$ cat src/rtl/memory_access.sv
// rtl/memory_access.sv - pipeline MEM stage: load/store sequencing over a req/ready data-memory port
// ALU results pass straight through; loads and stores park in ACCESS until memory answers.
module memory_access #(
  parameter int WORD_SIZE  = 32,
  parameter int ADDR_WIDTH = 32
) (
  input  logic                  clock,
  input  logic                  reset,
  input  logic                  in_valid,
  input  logic [WORD_SIZE-1:0]  alu_result,
  input  logic [WORD_SIZE-1:0]  store_data,
  input  logic                  is_load,
  input  logic                  is_store,
  input  logic [2:0]            funct3,
  input  logic [4:0]            reg_dest_in,
  input  logic                  write_enable_in,
  output logic                  stall,
  output logic                  dmem_req,
  output logic                  dmem_we,
  output logic [ADDR_WIDTH-1:0] dmem_addr,
  output logic [WORD_SIZE-1:0]  dmem_wdata,
  output logic [3:0]            dmem_wstrb,
  input  logic                  dmem_ready,
  input  logic [WORD_SIZE-1:0]  dmem_rdata,
  output logic [WORD_SIZE-1:0]  data_result,
  output logic [4:0]            reg_dest_out,
  output logic                  write_enable_out,
  output logic                  access_err
);

  typedef enum logic {IDLE, ACCESS} state_t;

  state_t                  state_q;
  logic                    req_q, we_q, err_q, wen_out_q;
  logic [ADDR_WIDTH-1:0]   addr_q;
  logic [WORD_SIZE-1:0]    wdata_q, result_q;
  logic [3:0]              wstrb_q;
  logic [4:0]              rd_out_q, rd_lat_q;
  logic [2:0]              op_q;
  logic [1:0]              off_q;
  logic                    wen_lat_q, store_lat_q;

  logic                    is_mem, bad_op;
  logic [WORD_SIZE-1:0]    wdata_d, load_d;
  logic [3:0]              wstrb_d;
  logic [7:0]              ld_byte;
  logic [15:0]             ld_half;

  assign is_mem = is_load | is_store;

  // Illegal widths, store-unsigned encodings, and misaligned H/W all fault without a request.
  always_comb begin
    bad_op = 1'b0;
    case (funct3)
      3'b011, 3'b110, 3'b111: bad_op = 1'b1;
      3'b100:                 bad_op = is_store;
      3'b101:                 bad_op = is_store | alu_result[0];
      3'b001:                 bad_op = alu_result[0];
      3'b010:                 bad_op = alu_result[1] | alu_result[0];
      default:                bad_op = 1'b0;
    endcase
  end

  always_comb begin
    wdata_d = store_data;
    wstrb_d = 4'b1111;
    case (funct3[1:0])
      2'b00: begin
        wdata_d = {4{store_data[7:0]}};
        wstrb_d = 4'b0001 << alu_result[1:0];
      end
      2'b01: begin
        wdata_d = {2{store_data[15:0]}};
        wstrb_d = 4'b0011 << alu_result[1:0];
      end
      default: ;
    endcase
  end

  always_comb begin
    ld_byte = dmem_rdata[7:0];
    case (off_q)
      2'd1:    ld_byte = dmem_rdata[15:8];
      2'd2:    ld_byte = dmem_rdata[23:16];
      2'd3:    ld_byte = dmem_rdata[31:24];
      default: ld_byte = dmem_rdata[7:0];
    endcase
    ld_half = off_q[1] ? dmem_rdata[31:16] : dmem_rdata[15:0];
    case (op_q[1:0])
      2'b00:   load_d = {{24{ld_byte[7] & ~op_q[2]}}, ld_byte};
      2'b01:   load_d = {{16{ld_half[15] & ~op_q[2]}}, ld_half};
      default: load_d = dmem_rdata;
    endcase
  end

  assign stall = ~reset & (((state_q == IDLE) & in_valid & is_mem)
                         | ((state_q == ACCESS) & ~dmem_ready));

  always_ff @(posedge clock or posedge reset) begin
    if (reset) begin
      state_q     <= IDLE;
      req_q       <= 1'b0;
      we_q        <= 1'b0;
      addr_q      <= '0;
      wdata_q     <= '0;
      wstrb_q     <= 4'b0000;
      result_q    <= '0;
      rd_out_q    <= 5'd0;
      wen_out_q   <= 1'b0;
      err_q       <= 1'b0;
      rd_lat_q    <= 5'd0;
      op_q        <= 3'd0;
      off_q       <= 2'd0;
      wen_lat_q   <= 1'b0;
      store_lat_q <= 1'b0;
    end else begin
      case (state_q)
        IDLE: begin
          err_q <= 1'b0;
          if (!in_valid) begin
            wen_out_q <= 1'b0;
          end else if (!is_mem) begin
            result_q  <= alu_result;
            rd_out_q  <= reg_dest_in;
            wen_out_q <= write_enable_in & (reg_dest_in != 5'd0);
          end else if (bad_op) begin
            err_q     <= 1'b1;
            wen_out_q <= 1'b0;
          end else begin
            state_q     <= ACCESS;
            req_q       <= 1'b1;
            we_q        <= is_store;
            addr_q      <= {alu_result[ADDR_WIDTH-1:2], 2'b00};
            wdata_q     <= is_store ? wdata_d : '0;
            wstrb_q     <= is_store ? wstrb_d : 4'b0000;
            wen_out_q   <= 1'b0;
            op_q        <= funct3;
            off_q       <= alu_result[1:0];
            rd_lat_q    <= reg_dest_in;
            wen_lat_q   <= write_enable_in;
            store_lat_q <= is_store;
          end
        end
        ACCESS: begin
          if (dmem_ready) begin
            state_q  <= IDLE;
            req_q    <= 1'b0;
            we_q     <= 1'b0;
            wstrb_q  <= 4'b0000;
            rd_out_q <= rd_lat_q;
            if (store_lat_q) begin
              result_q  <= '0;
              wen_out_q <= 1'b0;
            end else begin
              result_q  <= load_d;
              wen_out_q <= wen_lat_q & (rd_lat_q != 5'd0);
            end
          end
        end
        default: state_q <= IDLE;
      endcase
    end
  end

  assign dmem_req         = req_q;
  assign dmem_we          = we_q;
  assign dmem_addr        = addr_q;
  assign dmem_wdata       = wdata_q;
  assign dmem_wstrb       = wstrb_q;
  assign data_result      = result_q;
  assign reg_dest_out     = rd_out_q;
  assign write_enable_out = wen_out_q;
  assign access_err       = err_q;

endmodule

$ cat config.mk
export PLATFORM = sky130hd
export DESIGN_NAME = memory_access
export DESIGN_NICKNAME = d
export VERILOG_FILES = /design/src/rtl/memory_access.sv
export SDC_FILE = /design/constraint.sdc
export NUM_CORES = 1
export LEC_CHECK = 0
export BUFFER_PORTS_ARGS = -buffer_cell sky130_fd_sc_hd__clkbuf_2
export CORE_MARGIN = 1.5
export CORE_UTILIZATION = 45
export DETAILED_ROUTE_END_ITERATION = 12
export GPL_TIMING_DRIVEN = 0
export PLACE_DENSITY = 0.73
export REMOVE_ABC_BUFFERS = 1
export SLEW_MARGIN = 15
export SYNTH_ARGS = -nofsm -noshare
export SYNTH_HDL_FRONTEND = slang
export SYNTH_SLANG_ARGS = --single-unit
$ cat constraint.sdc
create_clock -name clock -period 6.5 [get_ports clock]
set_input_delay 1.3 -clock clock [delete_from_list [all_inputs] [get_ports clock]]
set_output_delay 1.3 -clock clock [all_outputs]
set_load 0.03 [all_outputs]
After elaboration in Yosys (flattened, before gate mapping)
Cells that the tools add are included.
{"block": "totals", "output_inout_bits": 110, "input_bits": 111, "reg_bits": 120, "elab_cells": 103}
{"block": "op_classes", "shift": 2, "reduce_logical": 8, "n_eq_ne": 17, "n_bitwise": 17, "muxes": 44}
{"cell": "$pmux W32 S2", "count": 3}
{"cell": "$mux W32", "count": 5}
{"cell": "$pmux W8 S3", "count": 1}
{"cell": "$mux W4", "count": 5}
{"cell": "$mux W1", "count": 18}
{"cell": "$mux W16", "count": 1}
{"cell": "$pmux W4 S2", "count": 2}
{"cell": "$mux W5", "count": 3}
{"cell": "$eq A3 B3 Y1 const B", "count": 4}
{"cell": "$ne A2 B2 Y1 const B", "count": 5}
{"cell": "$pmux W5 S2", "count": 1}
{"cell": "$reduce_bool A5 Y1", "count": 2}
{"cell": "$and A1 B1 Y1", "count": 8}
{"cell": "$pmux W1 S2", "count": 4}
{"cell": "$reduce_and A4 Y1", "count": 2}
{"cell": "$eq A2 B1 Y1 const B", "count": 3}
{"cell": "$eq A3 B2 Y1 const B", "count": 2}
{"cell": "$not A1 Y1", "count": 5}
{"cell": "$pmux W1 S5", "count": 1}
{"cell": "$eq A2 B2 Y1 const B", "count": 2}
{"cell": "$logic_not A2 Y1", "count": 2}
{"cell": "$or A1 B1 Y1", "count": 4}
{"cell": "$shl A1 B2 Y4 const A", "count": 1}
{"cell": "$shl A2 B2 Y4 const A", "count": 1}
{"cell": "3 further kinds", "count": 3}

Longest topological paths before layout
Gate-level depths: netlist (run 1).
{"block": "logic_depth", "ltp_word": 7, "mapped_depth": 8, "mapped_depth_nobuf": 4}

Least setup slack after synthesis (run 1)
OpenSTA, ideal clock, no wires.
{"block": "synth_timing", "path_type": "input to output", "startpoint": "input is_store", "endpoint": "output stall", "required_time_ns": 5.200, "path_buffers": 2, "slack_ns": 2.904, "stages": 4, "arrival_ns": 2.296, "cell_sequence": "buf_6 clkbuf_1 o21ai_0 a21oi_1"}
{"block": "synth_via", "elab_chain_cells": 4}
{"item": "from (decl)", "line_no": "13", "text": "input logic is_store,"}
{"item": "$or A1 B1 Y1", "line_no": "49", "text": "assign is_mem = is_load | is_store;"}
{"item": "$and A1 B1 Y1", "line_no": "96", "text": "assign stall = ~reset & (((state_q == IDLE) & in_valid & is_mem)"}
{"item": "$or A1 B1 Y1", "line_no": "97", "text": "| ((state_q == ACCESS) & ~dmem_ready));"}
{"item": "$and A1 B1 Y1", "line_no": "96"}
{"item": "to (decl)", "line_no": "17", "text": "output logic stall,"}
Every way passes these cells.

Worst setup path after layout (run 1)
Same ends and word-level chain as after synthesis.

==> impl_metrics.ini, run 1 <==
[run_status]
status = complete, no violations

[timing]
hold_ws_ns = 0.481
layout_min_cycle_time_ns = 3.75
max_freq_ghz = 0.266
relSlewSlack = 0.199
fin_skew_ns = 0.00430
finalHoldViolations = 0
rsz0062_at_grt = false
setup_viol = 0
drv_slew = 0
worst_pin_slew_ns = 1.20
period_share = 0.577

[routing]
via_per_inst = 5.67
vias = 5594
ant_nets = 0
drc = 0
wl_microns = 18200
drt_first_pass_iters = 4
first_iter_violations = 357
wl_per_cell_microns = 18.4

[worst_setup_path]
r2r-start = state_q
critPathCapture = stall
reg2reg_depth = 4
cp-startpoint = is_store
path_max_fanout = 24
rr_endpoint = data_result[17]
rrSetupSlack_ns = 3.26
startpoint_type = input pin
worstPathRequired_ns = 5.20
critical_path_class = input pin to output pin
setup.worst_path.end_class = output pin
worstPathArrival_ns = 2.45

[min_path]
min_path_type = register to register

[placement]
dp_hpwl_microns = 12900
gp_congestion = 0.836
io_buffer_count = 218

[clock_tree]
cts_tree = yes
cts_resized = 0
cts_made_buffers = 17
clkSlewWorstSetupHoldPaths_ns = 0.05
post_cts_buffers = 0
cts_max_level = 4
cts.sinks = 120
clk_latency_ns = 0.41
cts_buffer_depth = 2
ctsHoldBuffers = 0
root_buffer = clkbuf_16

[pwr]
power_leakage_nw = 3.99
p_per_area_mw_per_mm2 = 392
ir_drop_mv = 0.164

[layout]
final_layout_size_suffix_gt1_frac = 0.393
n_antenna_cell = 0
multi_input_area_sq_mm = 0.00298
fin_util = 0.603
nNetsFinal = 909
syn2layout_area_growth_pct = 28.9
seqCellArea_sq_mm = 0.00300
fill_cells = 1131

[die]
core_area_sq_mm = 0.0134
initial_utilization = 0.468
dieArea_sq_mm = 0.0146
num_rows = 42
die_x_microns = 121
io_pins = 221
die_h_microns = 121

[global_route]
grt_usage = 0.257
grt_max_degree = 81
grt_pass1_vias = 5813
grt_overflow_total = 0
grt_pass1_wl_microns = 29500
antenna_found_initial = 0

[logic_synthesis]
yosys.cell_types.count = 41
synth_seq_cells = 120
synth_cells = 605
synth_warnings = 0
syn_avg_cell_area_sq_um = 10.4
synth.cell_area_sq_mm = 0.00627
yosysSeqAreaShare = 0.479

[flow_run]
maxCapViolCount = 0
through the flow:
step / TNS (ns) / setup WS (ns) / area [sq um] / total power [mW] / cells
after global routing: 0 / 2.64 / 8080 / 3.34 / 987
after CTS: 0 / 2.77 / 8080 / 3.19 / 987
after global placement: -348.97 / -4.57 / 7300 / 2.26 / 948
after detailed placement: 0 / 2.77 / 7530 / 2.29 / 955
final: 0 / 2.75 / 8080 / 3.17 / 987
after floorplan: -127.31 / -1.71 / 5990 / 1.90 / 554
worst max-delay path, stage by stage:
cell      delay (ns)
clkbuf_2        0.48
o21ai_0         0.25
a21oi_1         0.17
clkbuf_2        0.23
metal layers:
layer  GRT usage  share of wire
met5           0              0
met4       0.102          0.021
met3      0.0827          0.088
met2       0.425           0.49
met1       0.312           0.40
sequential cells by signal, summed over array words and instances, names as in the netlist:
signal            count
access_err            1
data_result          32
dmem_addr            30
dmem_req              1
dmem_wdata           32
dmem_we               1
dmem_wstrb            4
off_q                 2
op_q                  3
rd_lat_q              5
reg_dest_out          5
state_q               1
store_lat_q           1
wen_lat_q             1
write_enable_out      1
how the worst min path moves through the flow:
stage	from	end	cells after the start	slack, ns
finish	dmem_wdata[16]	dmem_wdata[16]	2	0.48
floorplan	store_lat_q	store_lat_q	2	0.45
detailed placement	dmem_wdata[21]	dmem_wdata[21]	2	0.47
CTS	dmem_wdata[16]	dmem_wdata[16]	2	0.49
global route	reg_dest_out[1]	reg_dest_out[1]	2	0.51
global placement	dmem_req	dmem_req	2	0.46
cell type report:
class | instances | share of cell area
flip-flops and latches | 120 | 0.372
clock buffers | 23 | 0.0555
clock inverters | 9 | 0.0125
repair buffers | 225 | 0.159
inverters | 10 | 0.00527
multi-input cells | 424 | 0.369
well taps | 176 | 0.0273
logic make-up after synthesis:
kind of cell / Yosys count / share of synthesized area
buffers and inverters: 62 / 0.0511
flip-flops: 120 / 0.479
multiplexers: 82 / 0.166
AND/OR/NAND/NOR: 162 / 0.119
AO/OA/AOI/OAI: 178 / 0.185
other: 1 / 0.000598
cell usage in the layout (no fill, tap or decap), drive strengths merged, types with 9 or more instances in the layout:
| cell | instances |
|---|---|
| nor2b | 13 |
| o21ai | 40 |
| nor2 | 42 |
| o22ai | 16 |
| nand2 | 75 |
| mux2i | 32 |
| a221oi | 9 |
| clkbuf | 241 |
| inv | 9 |
| o31ai | 18 |
| a21oi | 62 |
| dfrtp | 120 |
| mux2 | 49 |
| nand3 | 11 |
| nand2b | 10 |
report_power, final:
group | switching, mW | internal (mW)
combinational | 0.730 | 0.417
sequential | 0.183 | 0.952
clock | 0.326 | 0.561
synthesized netlist by cell type, drive strengths merged:
library cell  instances  share of area
dfrtp               120           0.48
nand2                75          0.045
a21oi                62          0.050
mux2                 49           0.11
nor2                 42          0.025
o21ai                40          0.032
mux2i                32          0.051
buf                  26          0.029
clkbuf               26          0.016
o31ai                18          0.022
o22ai                16          0.016
nor2b                13          0.013
nand3                11         0.0088
nand2b               10          0.010
a221oi                9          0.022
inv                   9         0.0054
o211ai                8         0.0096
a211oi                7          0.010
a22oi                 6         0.0072
nand3b                6         0.0072
o311ai                6         0.0084
or4                   2         0.0024
a21o                  1         0.0012
a31oi                 1         0.0010
clkinv                1        0.00060
conb                  1        0.00060
mux4                  1         0.0036
nor4                  1         0.0020
nor4b                 1         0.0038
o2111ai               1         0.0014
o21a                  1         0.0012
o21bai                1         0.0018
o221ai                1         0.0014
or3b                  1         0.0014
(Power assumes the default switching activity.)
==> run 2: changes to the inputs <==
--- a/config.mk
+++ b/config.mk
@@ -10,7 +10,7 @@
 export CORE_UTILIZATION = 45
 export DETAILED_ROUTE_END_ITERATION = 12
 export GPL_TIMING_DRIVEN = 0
-export PLACE_DENSITY = 0.73
+export PLACE_DENSITY = 0.76
 export REMOVE_ABC_BUFFERS = 1
 export SLEW_MARGIN = 15
 export SYNTH_ARGS = -nofsm -noshare
==> constraint.sdc (replaced) <==
create_clock -name clock -period 3.04 [get_ports clock]
set_input_delay 0.608 -clock clock [delete_from_list [all_inputs] [get_ports clock]]
set_output_delay 0.608 -clock clock [all_outputs]
set_load 0.03 [all_outputs]
==> impl_metrics.ini, run 2 (same netlist as run 1, synthesis figures left out) <==
[run_status]
status = complete, no violations

[timing]
hold_ws_ns = 0.241
max_freq_ghz = 0.376
relSlewSlack = 0.260
layout_min_cycle_time_ns = 2.66
period_share = 0.876
setup_viol = 0
fin_skew_ns = 0.00925
worst_pin_slew_ns = 1.11
fin_tns_setup_ns = 0
finalHoldViolations = 0
drv_slew = 0
rsz0062_at_grt = false

[routing]
drc = 0
first_iter_violations = 424
wl_microns = 18200
drt_first_pass_iters = 5
vias = 5520
ant_nets = 0
via_per_inst = 5.59
wl_per_cell_microns = 18.4

[clock_tree]
clk_latency_ns = 0.42
cts_buffer_depth = 2
ctsHoldBuffers = 0
cts_made_buffers = 17
cts.sinks = 120
cts_tree = yes
cts_max_level = 4
root_buffer = clkbuf_16
cts_resized = 2
clkSlewWorstSetupHoldPaths_ns = 0.06
post_cts_buffers = 0

[layout]
n_antenna_cell = 0
layout_common_cells = 218 x clkbuf_2, 118 x dfrtp_1, 75 x nand2_1
mostFrequentLayoutCell = clkbuf_2
stdcell_count = 987
final_layout_size_suffix_gt1_frac = 0.402
fin_util = 0.610
nNetsFinal = 910
syn2layout_area_growth_pct = 30.3

[placement]
dp_cells = 956
gp_congestion = 0.785
io_buffer_count = 218
dp_hpwl_microns = 12600

[worst_setup_path]
reg2reg_depth = 4
startpoint_type = register
path_max_fanout = 23
setup.worst_path.end_class = register
worstPathArrival_ns = 2.99
critical_path_class = register to register
worstPathRequired_ns = 3.36

[pwr]
power_leakage_nw = 4.02
p_per_area_mw_per_mm2 = 863
power_mw = 7.05
ir_drop_mv = 0.457

[die]
die_x_microns = 121
io_pins = 221
die_h_microns = 121
num_rows = 42
core_area_sq_mm = 0.0134
initial_utilization = 0.468
dieArea_sq_mm = 0.0146

[global_route]
grt_pass1_vias = 5505
grt_pass1_wl_microns = 28800
grt_overflow_total = 0
grt_max_degree = 72
grt_usage = 0.257
antenna_found_initial = 0

[flow_run]
maxCapViolCount = 0

[min_path]
min_path_type = input pin to async pin
## run 2: cell types whose count changed in the layout (fill, tap and decap cells not counted), moves of 2 or more
| cell | delta |
|---|---|
| bufinv_16 | +2 |
| clkinv_2 | -4 |
| clkbuf_8 | +2 |
| clkbuf_1 | -5 |
| clkinvlp_4 | +4 |
## run 2: layout make-up
cell class	instances	area [sq um]
Multi-Input combinational cell	424	2980
Sequential cell	120	3010
Timing Repair Buffer	226	1290
Inverter	10	42.5
Clock inverter	11	171
Clock buffer	20	457
Tap cell	176	220
Fill cell	1181	5230
## run 2: path summary, 6_finish.rpt
path                                start              end  slack (ns)
setup / recovery                  state_q  data_result[31]        0.38
hold / removal                      reset          state_q        0.24
setup reg to reg                  state_q  data_result[31]        0.38
hold reg to reg            data_result[7]   data_result[7]        0.48
max in group asynchronous           reset  data_result[28]        2.07
min in group clock         alu_result[31]    dmem_addr[31]        0.43
## run 2: where the power goes
part | switching (mW) | internal (mW) | leakage [nW]
clock network | 0.749 | 1.41 | 0.291
registers | 0.357 | 2.04 | 1.47
logic | 1.60 | 0.902 | 2.26
## run 2: per-layer routing
metal / track usage / up-vias / part of all wire
li1: - / 2563 / -
met1: 0.328 / 2651 / 0.41
met2: 0.411 / 271 / 0.47
met3: 0.0799 / 35 / 0.093
met4: 0.0919 / 0 / 0.022
met5: 0 / - / 0
## run 2: worst max-delay path, cell delays in order, from the launching register on
cell and delay (ns):
dfrtp_2 0.73, nor2b_2 0.67, nand2_1 0.39, o21bai_2 0.50
o22ai_1 0.26
## run 2: per-stage QoR
step	setup WS (ns)	instance area [sq um]
final	0.377	8170
after global routing	0.179	8170
after CTS	0.279	8170
after detailed placement	-0.445	7540
after global placement	-7.64	7300
after floorplan	-4.48	5990
